[src/rtl/core_pkg.sv]
`default_nettype none
// ============================================================================
// Module      : core_pkg
// Description : Shared pipeline types: register index, data word, boolean and
//               the reg_writer bundle that carries a pending GPR write.
// Revision    : 1.0 - initial release
// ============================================================================
package core_pkg;

  typedef logic [4:0]  reg_addr;
  typedef logic [31:0] word_t;
  typedef logic        bool;

  typedef struct packed {
    bool     reg_write_enable;
    reg_addr reg_dest_addr;
    word_t   reg_write_data;
  } reg_writer;

endpackage
`default_nettype wire

[src/rtl/regread_pkg.sv]
`default_nettype none
// ============================================================================
// Module      : regread_pkg
// Description : Types local to the register-read unit: operand source select
//               and the registered operand pair handed to execute.
// Revision    : 1.0 - initial release
// ============================================================================
package regread_pkg;

  import core_pkg::*;

  typedef enum logic [2:0] {
    ZERO = 3'd0,
    EX   = 3'd1,
    MEM  = 3'd2,
    WB   = 3'd3,
    RF   = 3'd4
  } operand_src_e;

  typedef struct packed {
    word_t rs1_data;
    word_t rs2_data;
  } operand_buf_t;

endpackage
`default_nettype wire

[src/rtl/operand_forward.sv]
`default_nettype none
// ============================================================================
// Module      : operand_forward
// Description : Combinational resolver for one source operand. Picks the
//               youngest in-flight producer of addr, falling back to the
//               register file, and flags a hazard when that producer's data
//               is not yet available.
// Ports       : addr                      - source register index
//               ex_wr / ex_is_load        - execute-stage bundle, load flag
//               mem_wr / mem_pending      - memory-stage bundle, data pending
//               wb_wr                     - writeback bundle (same-cycle bypass)
//               rf_data                   - architectural value of addr
//               data / hazard             - resolved value, unresolvable flag
// Revision    : 1.0 - initial release
// ============================================================================
module operand_forward
  import core_pkg::*;
  import regread_pkg::*;
(
  input  reg_addr   addr,
  input  reg_writer ex_wr,
  input  bool       ex_is_load,
  input  reg_writer mem_wr,
  input  bool       mem_pending,
  input  reg_writer wb_wr,
  input  word_t     rf_data,
  output word_t     data,
  output bool       hazard
);

  operand_src_e src;
  logic         ex_hit;
  logic         mem_hit;
  logic         wb_hit;

  assign ex_hit  = ex_wr.reg_write_enable  && (ex_wr.reg_dest_addr  == addr);
  assign mem_hit = mem_wr.reg_write_enable && (mem_wr.reg_dest_addr == addr);
  assign wb_hit  = wb_wr.reg_write_enable  && (wb_wr.reg_dest_addr  == addr);

  // Youngest producer wins; x0 is checked first so a stage "writing" x0 can
  // never forward data or raise a hazard.
  always_comb begin
    src = RF;
    if (addr == '0)   src = ZERO;
    else if (ex_hit)  src = EX;
    else if (mem_hit) src = MEM;
    else if (wb_hit)  src = WB;
  end

  always_comb begin
    data   = '0;
    hazard = 1'b0;
    case (src)
      ZERO: data = '0;
      EX: begin
        data   = ex_wr.reg_write_data;
        hazard = ex_is_load;
      end
      MEM: begin
        data   = mem_wr.reg_write_data;
        hazard = mem_pending;
      end
      WB:      data = wb_wr.reg_write_data;
      default: data = rf_data;
    endcase
  end

endmodule
`default_nettype wire

[src/rtl/reg_read_unit.sv]
`default_nettype none
// ============================================================================
// Module      : reg_read_unit
// Description : Architectural GPR file (x1..x31) with writeback commit, two
//               forwarded source-operand reads for decode, and a one-entry
//               valid/ready operand buffer feeding execute. Decode is stalled
//               while either operand depends on data not yet produced.
// Ports       : clk, reset                 - clock, sync active-high reset
//               in_valid / in_ready        - decode request handshake
//               rs1_addr, rs2_addr         - source indices
//               ex_wr, ex_is_load          - execute-stage producer
//               mem_wr, mem_pending        - memory-stage producer
//               wb_wr                      - committing write
//               flush                      - drop buffered / accepting operands
//               out_valid / out_ready      - execute handshake
//               rs1_data, rs2_data         - buffered operands
//               dbg_addr / dbg_data        - architectural read, no forwarding
//               stall_cnt                  - hazard stall cycle counter
// Revision    : 1.0 - initial release
// ============================================================================
module reg_read_unit
  import core_pkg::*;
  import regread_pkg::*;
#(
  parameter int NREG  = 32,
  parameter int CNT_W = 64
) (
  input  logic             clk,
  input  logic             reset,
  input  logic             in_valid,
  output logic             in_ready,
  input  reg_addr          rs1_addr,
  input  reg_addr          rs2_addr,
  input  reg_writer        ex_wr,
  input  bool              ex_is_load,
  input  reg_writer        mem_wr,
  input  bool              mem_pending,
  input  reg_writer        wb_wr,
  input  logic             flush,
  output logic             out_valid,
  input  logic             out_ready,
  output word_t            rs1_data,
  output word_t            rs2_data,
  input  reg_addr          dbg_addr,
  output word_t            dbg_data,
  output logic [CNT_W-1:0] stall_cnt
);

  word_t            gpr [NREG];
  word_t            fwd_rs1;
  word_t            fwd_rs2;
  bool              haz_rs1;
  bool              haz_rs2;
  logic             hazard;
  logic             accept;
  operand_buf_t     buf_q;
  logic             out_valid_q;
  logic [CNT_W-1:0] stall_q;

  // --------------------------------------------------------------------------
  // Operand resolution
  // --------------------------------------------------------------------------
  operand_forward u_fwd_rs1 (
    .addr        (rs1_addr),
    .ex_wr       (ex_wr),
    .ex_is_load  (ex_is_load),
    .mem_wr      (mem_wr),
    .mem_pending (mem_pending),
    .wb_wr       (wb_wr),
    .rf_data     (gpr[rs1_addr]),
    .data        (fwd_rs1),
    .hazard      (haz_rs1)
  );

  operand_forward u_fwd_rs2 (
    .addr        (rs2_addr),
    .ex_wr       (ex_wr),
    .ex_is_load  (ex_is_load),
    .mem_wr      (mem_wr),
    .mem_pending (mem_pending),
    .wb_wr       (wb_wr),
    .rf_data     (gpr[rs2_addr]),
    .data        (fwd_rs2),
    .hazard      (haz_rs2)
  );

  assign hazard   = haz_rs1 || haz_rs2;
  assign in_ready = !hazard && (!out_valid_q || out_ready);
  assign accept   = in_valid && in_ready;

  // --------------------------------------------------------------------------
  // Architectural register file. Entry 0 is cleared on reset and never
  // written afterwards, so it reads as zero without special casing.
  // --------------------------------------------------------------------------
  always_ff @(posedge clk) begin
    if (reset) begin
      for (int i = 0; i < NREG; i++) begin
        gpr[i] <= '0;
      end
    end else if (wb_wr.reg_write_enable && (wb_wr.reg_dest_addr != '0)) begin
      gpr[wb_wr.reg_dest_addr] <= wb_wr.reg_write_data;
    end
  end

  // Debug port sees only committed state: the same-cycle wb write is not
  // bypassed here.
  assign dbg_data = (dbg_addr == '0) ? '0 : gpr[dbg_addr];

  // --------------------------------------------------------------------------
  // Operand buffer. Flush outranks an accept in the same cycle; data is only
  // loaded on a surviving accept so a stalled buffer stays stable.
  // --------------------------------------------------------------------------
  always_ff @(posedge clk) begin
    if (reset) begin
      out_valid_q <= 1'b0;
      buf_q       <= '0;
    end else if (flush) begin
      out_valid_q <= 1'b0;
    end else if (accept) begin
      out_valid_q <= 1'b1;
      buf_q       <= '{rs1_data: fwd_rs1, rs2_data: fwd_rs2};
    end else if (out_valid_q && out_ready) begin
      out_valid_q <= 1'b0;
    end
  end

  assign out_valid = out_valid_q;
  assign rs1_data  = buf_q.rs1_data;
  assign rs2_data  = buf_q.rs2_data;

  // --------------------------------------------------------------------------
  // Hazard stall counter (free-running wrap)
  // --------------------------------------------------------------------------
  always_ff @(posedge clk) begin
    if (reset) begin
      stall_q <= '0;
    end else if (in_valid && hazard && !flush) begin
      stall_q <= stall_q + CNT_W'(1);
    end
  end

  assign stall_cnt = stall_q;

endmodule
`default_nettype wire

[config.mk]
export PLATFORM = sky130hd
export DESIGN_NAME = reg_read_unit
export DESIGN_NICKNAME = d
export VERILOG_FILES = /design/src/rtl/core_pkg.sv /design/src/rtl/regread_pkg.sv /design/src/rtl/operand_forward.sv /design/src/rtl/reg_read_unit.sv
export SDC_FILE = /design/constraint.sdc
export NUM_CORES = 2
export LEC_CHECK = 0
export BUFFER_PORTS_ARGS = -buffer_cell sky130_fd_sc_hd__clkbuf_2
export CORE_ASPECT_RATIO = 1.75
export CORE_UTILIZATION = 52
export DETAILED_ROUTE_END_ITERATION = 10
export PLACE_DENSITY = 0.69
export SLEW_MARGIN = 10
export SYNTH_ARGS = -nofsm -noshare
export SYNTH_HDL_FRONTEND = slang
export SYNTH_SLANG_ARGS = --single-unit
[constraint.sdc]
create_clock -name clk -period 3.5 [get_ports clk]
set_input_delay 0.7 -clock clk [delete_from_list [all_inputs] [get_ports clk]]
set_output_delay 0.7 -clock clk [all_outputs]
set_load 0.02 [all_outputs]
; Word level (Yosys, flattened, before mapping)
; Memories as Yosys holds them, arrays and structs flattened.
; Index checks and enable logic that the tools add are counted.
; W data, S select, Z words.
[classes]
n_mux = 23
eq_ne = 12
n_lt_le_gt_ge = 0
reduce_logical = 27
shift = 0
mul = 0
n_addsub = 1
div_mod_pow = 0
bitwise = 1
[op_table]
columns = operator, count
row1 = $pmux W32 S4, 2
row2 = $add A64 B1 Y64 const B, 1
row3 = $mux W32, 2
row4 = $reduce_or A32 Y1, 1
row5 = $eq A5 B5 Y1, 6
row6 = $mux W3, 8
row7 = $logic_not A5 Y1, 3
row8 = $eq A3 B2 Y1 const B, 4
row9 = $logic_and A1 B1 Y1, 12
row10 = $mux W1, 8
row11 = $eq A3 B1 Y1 const B, 2
row12 = $logic_not A3 Y1, 2
row13 = $mux W5, 1
row14 = $reduce_bool A5 Y1, 1
row15 = $pmux W1 S2, 2
row16 = $logic_not A1 Y1, 3
row17 = $logic_or A1 B1 Y1, 2
row18 = $reduce_and A2 Y1, 1
row19 = $reduce_bool A2 Y1, 1
row20 = $reduce_or A2 Y1, 1
row21 = $not A1 Y1, 1
[totals]
word_cells = 69
latch_bits = 0
n_memories = 1
ff_bits = 129
romBits = 0
inputBits = 136
out_inout_bits = 162
ram_bits = 1024
[mem_list]
columns = memory, words, word_bits, rd, rd_ports_with_merged_regs, write_ports, line
row1 = gpr, 32, 32, 3, 0, 32, reg_read_unit.sv:49  ; word_t gpr [NREG];

; Depth between registers and ports, before layout
[depth]
word_depth = 13
depth_mapped = 11

; By module
; Synthesis repeated with hierarchy kept, for this count alone.
[hier_totals]
hier_cells = 5029
area_unflattened_um2 = 69522.9
[by_module_without_submodules]
columns = mod, area_each_um2, instances, cells_per_inst
row1 = reg_read_unit, 66680.2, 1, 4593
row2 = operand_forward, 1421.4, 2, 218

; Worst setup path after synthesis
; Ideal clock, no wire load.
[synth_path]
kind = input to output
startpoint = input dbg_addr[0]
endpoint = output dbg_data[10]
slack_ns = -0.125
stages = 7
arrival_time_ns = 2.925
t_required_ns = 2.800
n_path_buf = 3
cell_sequence = clkbuf_1 -> buf_2 -> buf_1 -> mux4_2 -> mux4_2 -> mux2i_1 -> nor2_1
[synth_via]
elab_chain_len = 2
[synth_rtl]
columns = item, line
row1 = "start, declared", reg_read_unit.sv:44  ; input reg_addr dbg_addr,
row2 = $mem_v2 Z32 W32 / $logic_not A5 Y1 (equally long branches), n/a
row3 = $mux W32 (*), reg_read_unit.sv:107  ; assign dbg_data = (dbg_addr == '0) ? '0 : gpr[dbg_addr];
row4 = "end, declared", reg_read_unit.sv:45  ; output word_t dbg_data,
; Mark *: on every way between the ends. The rest lies on a longest branch, timed or not.

; Final worst setup path
[layout_path]
startpoint = input dbg_addr[0]
endpoint = output dbg_data[1]
; The elaborated chain is that of the path after synthesis.

==> flow_summary.json <==
{
  "outcome": "finished with violations",
  "power-per-cell-area_mw_per_mm2": 445.0,
  "max_slew.worst_pin.slew_ns": 1.136,
  "worst_hold_path_type": "in2reg",
  "fin_skew_ns": 0.04605,
  "grt_util_all_layers_pct": 42.46,
  "io_buffers": 297,
  "grt_start_max_net_pins": 86,
  "cts-root-buf": "sky130_fd_sc_hd__clkbuf_16",
  "routed_wirelength_um": 282500,
  "drt_iter0_markers": 8911,
  "avgViaCountPerCell": 7.535,
  "std_cell_rows": 176,
  "area_delta_synth_final_pct": 16.69,
  "leakage_nw": 27.83,
  "setup_tns_ns": -4.686,
  "rr_startpoint": "stall_cnt[2]$_SDFFE_PP0P_",
  "detail_route.wl_per_cell_um": 41.06,
  "drt_pass1_iterations": 8,
  "io-pin-count": 298,
  "cts.htree.levels": 3,
  "path_clk_slew_ns": 0.06,
  "die-area_mm2": 0.1338,
  "timing.slew.headroom_pct": 23.44,
  "setup.worst_path.class": "in2out",
  "drive_gt1_share_pct": 37.64,
  "numCtsBuffers": 108,
  "final_period_minus_worst_setup_slack_ns": 3.774,
  "timing.rr.end": "stall_cnt[59]$_SDFFE_PP0P_",
  "worst-r2r-setup-slack_ns": 0.67,
  "synth.distinct_cells": 60,
  "rsz_0062_raised_after_global_routing": "yes",
  "irDropWorstVdd_mv": 0.4090,
  "crit_arrival_ns": 3.07,
  "avg_inst_size_synth_um2": 14.69,
  "critical_path.cell_chain": "buf_16 -> buf_16 -> buf_16 -> buf_4 -> mux4_2 -> mux4_2 -> mux2i_4 -> buf_6 -> nor2_2 -> clkbuf_8",
  "timing.critical_path.slowest_stage_cell": "sky130_fd_sc_hd__mux4_2",
  "floorplan.die.height_um": 483.1,
  "max_clock_freq_mhz": 265.0,
  "dpl.hpwl_um": 175500,
  "routability_driven_placement_congestion_ratio": 0.9594,
  "synth.cell_area_mm2": 0.06879,
  "cp.required_ns": 2.80,
  "crit_path_end_kind": "output pin",
  "post-route-drc-count": 0,
  "synth-warning-count": 0,
  "hold_end": "out_valid$_SDFFE_PP0P_",
  "clockBufferDepth": 3,
  "vias": 51850,
  "ys_seq_elements": 1153,
  "global_route.overflow_total": 0,
  "timing.final.crit_share_pct": 107.8,
  "synth_top_flop_cell": "sky130_fd_sc_hd__edfxtp_1",
  "setup_slack_ns": -0.2736,
  "worst_r2r_path_depth": 8,
  "maxCapViolCount": 0,
  "clock-sinks": 1153,
  "fin_nets": 5169,
  "layout.cells.most_common": "sky130_fd_sc_hd__edfxtp_1",
  "final.hold.worst_slack_ns": 0.1297,
  "yosysSeqAreaShare_pct": 48.46,
  "critical_path.max_stage_delay_ns": 0.51,
  "worstPathMaxFanout": 6,
  "starting_density_of_the_core_pct": 52.41,
  "grt_first_pass_wirelength_um": 389500,
  "postSynth.asyncResetShare_pct": 0,
  "clkLatencyLatePin_ns": 0.78,
  "overall_power_w": 0.03572,
  "timing.critical_path.from_type": "primary input",
  "final-hold-violation-count": 0,
  "synth-edff-count": 1024,
  "hold_start": "flush",
  "drv_slew": 0,
  "antenna_found_initial": 33,
  "die_width_um": 276.9,
  "most-common-layout-cells": "sky130_fd_sc_hd__edfxtp_1 (1024), sky130_fd_sc_hd__and2_1 (996), sky130_fd_sc_hd__mux4_2 (885)",
  "ant_nets": 0,
  "violations": "negative setup slack",
  "number_of_instances_in_the_synthesized_netlist": 4681,
  "final.fill_count": 9659,
  "timing.hold.worst_path_depth": 2,
  "path_common_cell": "sky130_fd_sc_hd__buf_16",
  "cts_tree": "done",
  "first_global_vias": 51280,
  "finalSetupViolCount": 31,
  "core-area_mm2": 0.1312
}
flip-flops by register name (all words and copies together) (netlist names):
register	count
stall_cnt	64
gpr	1024
rs1_data	32
rs2_data	32
out_valid	1
layer usage:
layer | vias up | part of all wire, % | GRT usage [%] | routed length, um
li1 | 19400 | - | - | -
met1 | 25710 | 29 | 49.01 | 82300
met2 | 5325 | 46 | 64.82 | 129500
met3 | 1408 | 16 | 13.29 | 44270
met4 | 8 | 9.4 | 35.51 | 26440
met5 | - | 0.019 | 0 | 53
area by class of cell:
type                       instances  area, um2  area share (%)
clock buffer                     145       3008           3.748
clock inverter                    60      817.0           1.018
antenna                           63      157.7          0.1964
timing repair buffer             734       6745           8.404
inverter                           3      11.26         0.01403
tap                             1691       2116           2.636
sequential                      1153      33330           41.53
multi-input combinational       3032      34080           42.46
per-stage QoR:
stage | setup slack [ns] | utilization (%) | area (um2) | cells
finish | -0.2736 | 61.15 | 80260 | 6881
global route | -0.2440 | 61.05 | 80120 | 6824
CTS | -0.2350 | 60.87 | 79880 | 6805
detailed placement | -0.6786 | 57.25 | 75140 | 6572
global placement | -0.6755 | 57.25 | 75140 | 6572
floorplan | -0.06723 | - | 68930 | 4712
cells in the mapped netlist, types with 24 or more instances:
library cell / n / area (um2)
sky130_fd_sc_hd__a211oi_1: 24 / 180.2
sky130_fd_sc_hd__a21oi_1: 83 / 415.4
sky130_fd_sc_hd__a22oi_1: 63 / 473.0
sky130_fd_sc_hd__a32o_1: 44 / 440.4
sky130_fd_sc_hd__and2_1: 996 / 6231
sky130_fd_sc_hd__buf_1: 78 / 292.8
sky130_fd_sc_hd__buf_2: 55 / 275.3
sky130_fd_sc_hd__clkbuf_1: 390 / 1464
sky130_fd_sc_hd__dfxtp_1: 129 / 2582
sky130_fd_sc_hd__edfxtp_1: 1024 / 30750
sky130_fd_sc_hd__mux2_2: 32 / 360.4
sky130_fd_sc_hd__mux2i_1: 84 / 840.8
sky130_fd_sc_hd__mux4_2: 885 / 19930
sky130_fd_sc_hd__nand2_1: 172 / 645.6
sky130_fd_sc_hd__nand3_1: 35 / 175.2
sky130_fd_sc_hd__nand4_1: 53 / 331.6
sky130_fd_sc_hd__nor2_1: 107 / 401.6
sky130_fd_sc_hd__o21ai_0: 69 / 345.3
sky130_fd_sc_hd__o22ai_1: 44 / 275.3
sky130_fd_sc_hd__o31ai_1: 36 / 270.3
sky130_fd_sc_hd__or2_2: 31 / 193.9
sky130_fd_sc_hd__or3_1: 35 / 219.0
sky130_fd_sc_hd__or4_1: 30 / 225.2
critical path: cells and delay by family:
family / cells / cell delay (ns)
simple gates: 1 / 0.07
mux: 3 / 1.31
buf+inv: 6 / 0.97
timing repair:
action / 4_1_cts / 5_1_grt
buffers inserted: 27 / 14
cloned: 7 / 5
resized for setup: 105 / 49
endpoints found under the setup margin: 31 / 33
pin swaps: 0 / 3
hold buffers: 0 / 0
kinds of logic (layout without fill, tap and decap cells):
logic type	after synthesis	after routing	share of synthesized area, %
fa+ha+maj	1	1	0.01819
mux	1001	1001	30.72
flops	1153	1153	48.46
xor+xnor	31	31	0.3947
simple gates	1531	1531	13.00
buf+inv	527	942	2.987
other cells	1	95	0.005452
compound gates	436	436	4.418
how the worst max path moves through the flow:
stage | from | end | cells after the start
final | dbg_addr[0] | dbg_data[1] | 10
after global routing | dbg_addr[0] | dbg_data[1] | 10
after CTS | dbg_addr[0] | dbg_data[27] | 10
after detailed placement | dbg_addr[0] | dbg_data[27] | 9
after global placement | dbg_addr[0] | dbg_data[27] | 9
after floorplan | dbg_addr[0] | dbg_data[10] | 7
report_power, final:
part / switching, W / internal [W] / total [W]
Sequential: 0.000579 / 0.0157 / 0.0163
Combinational: 0.00347 / 0.00297 / 0.00644
Clock: 0.00560 / 0.00739 / 0.0130
Total: 0.00965 / 0.0261 / 0.0357
No activity file was read; power rests on OpenSTA's default activity.
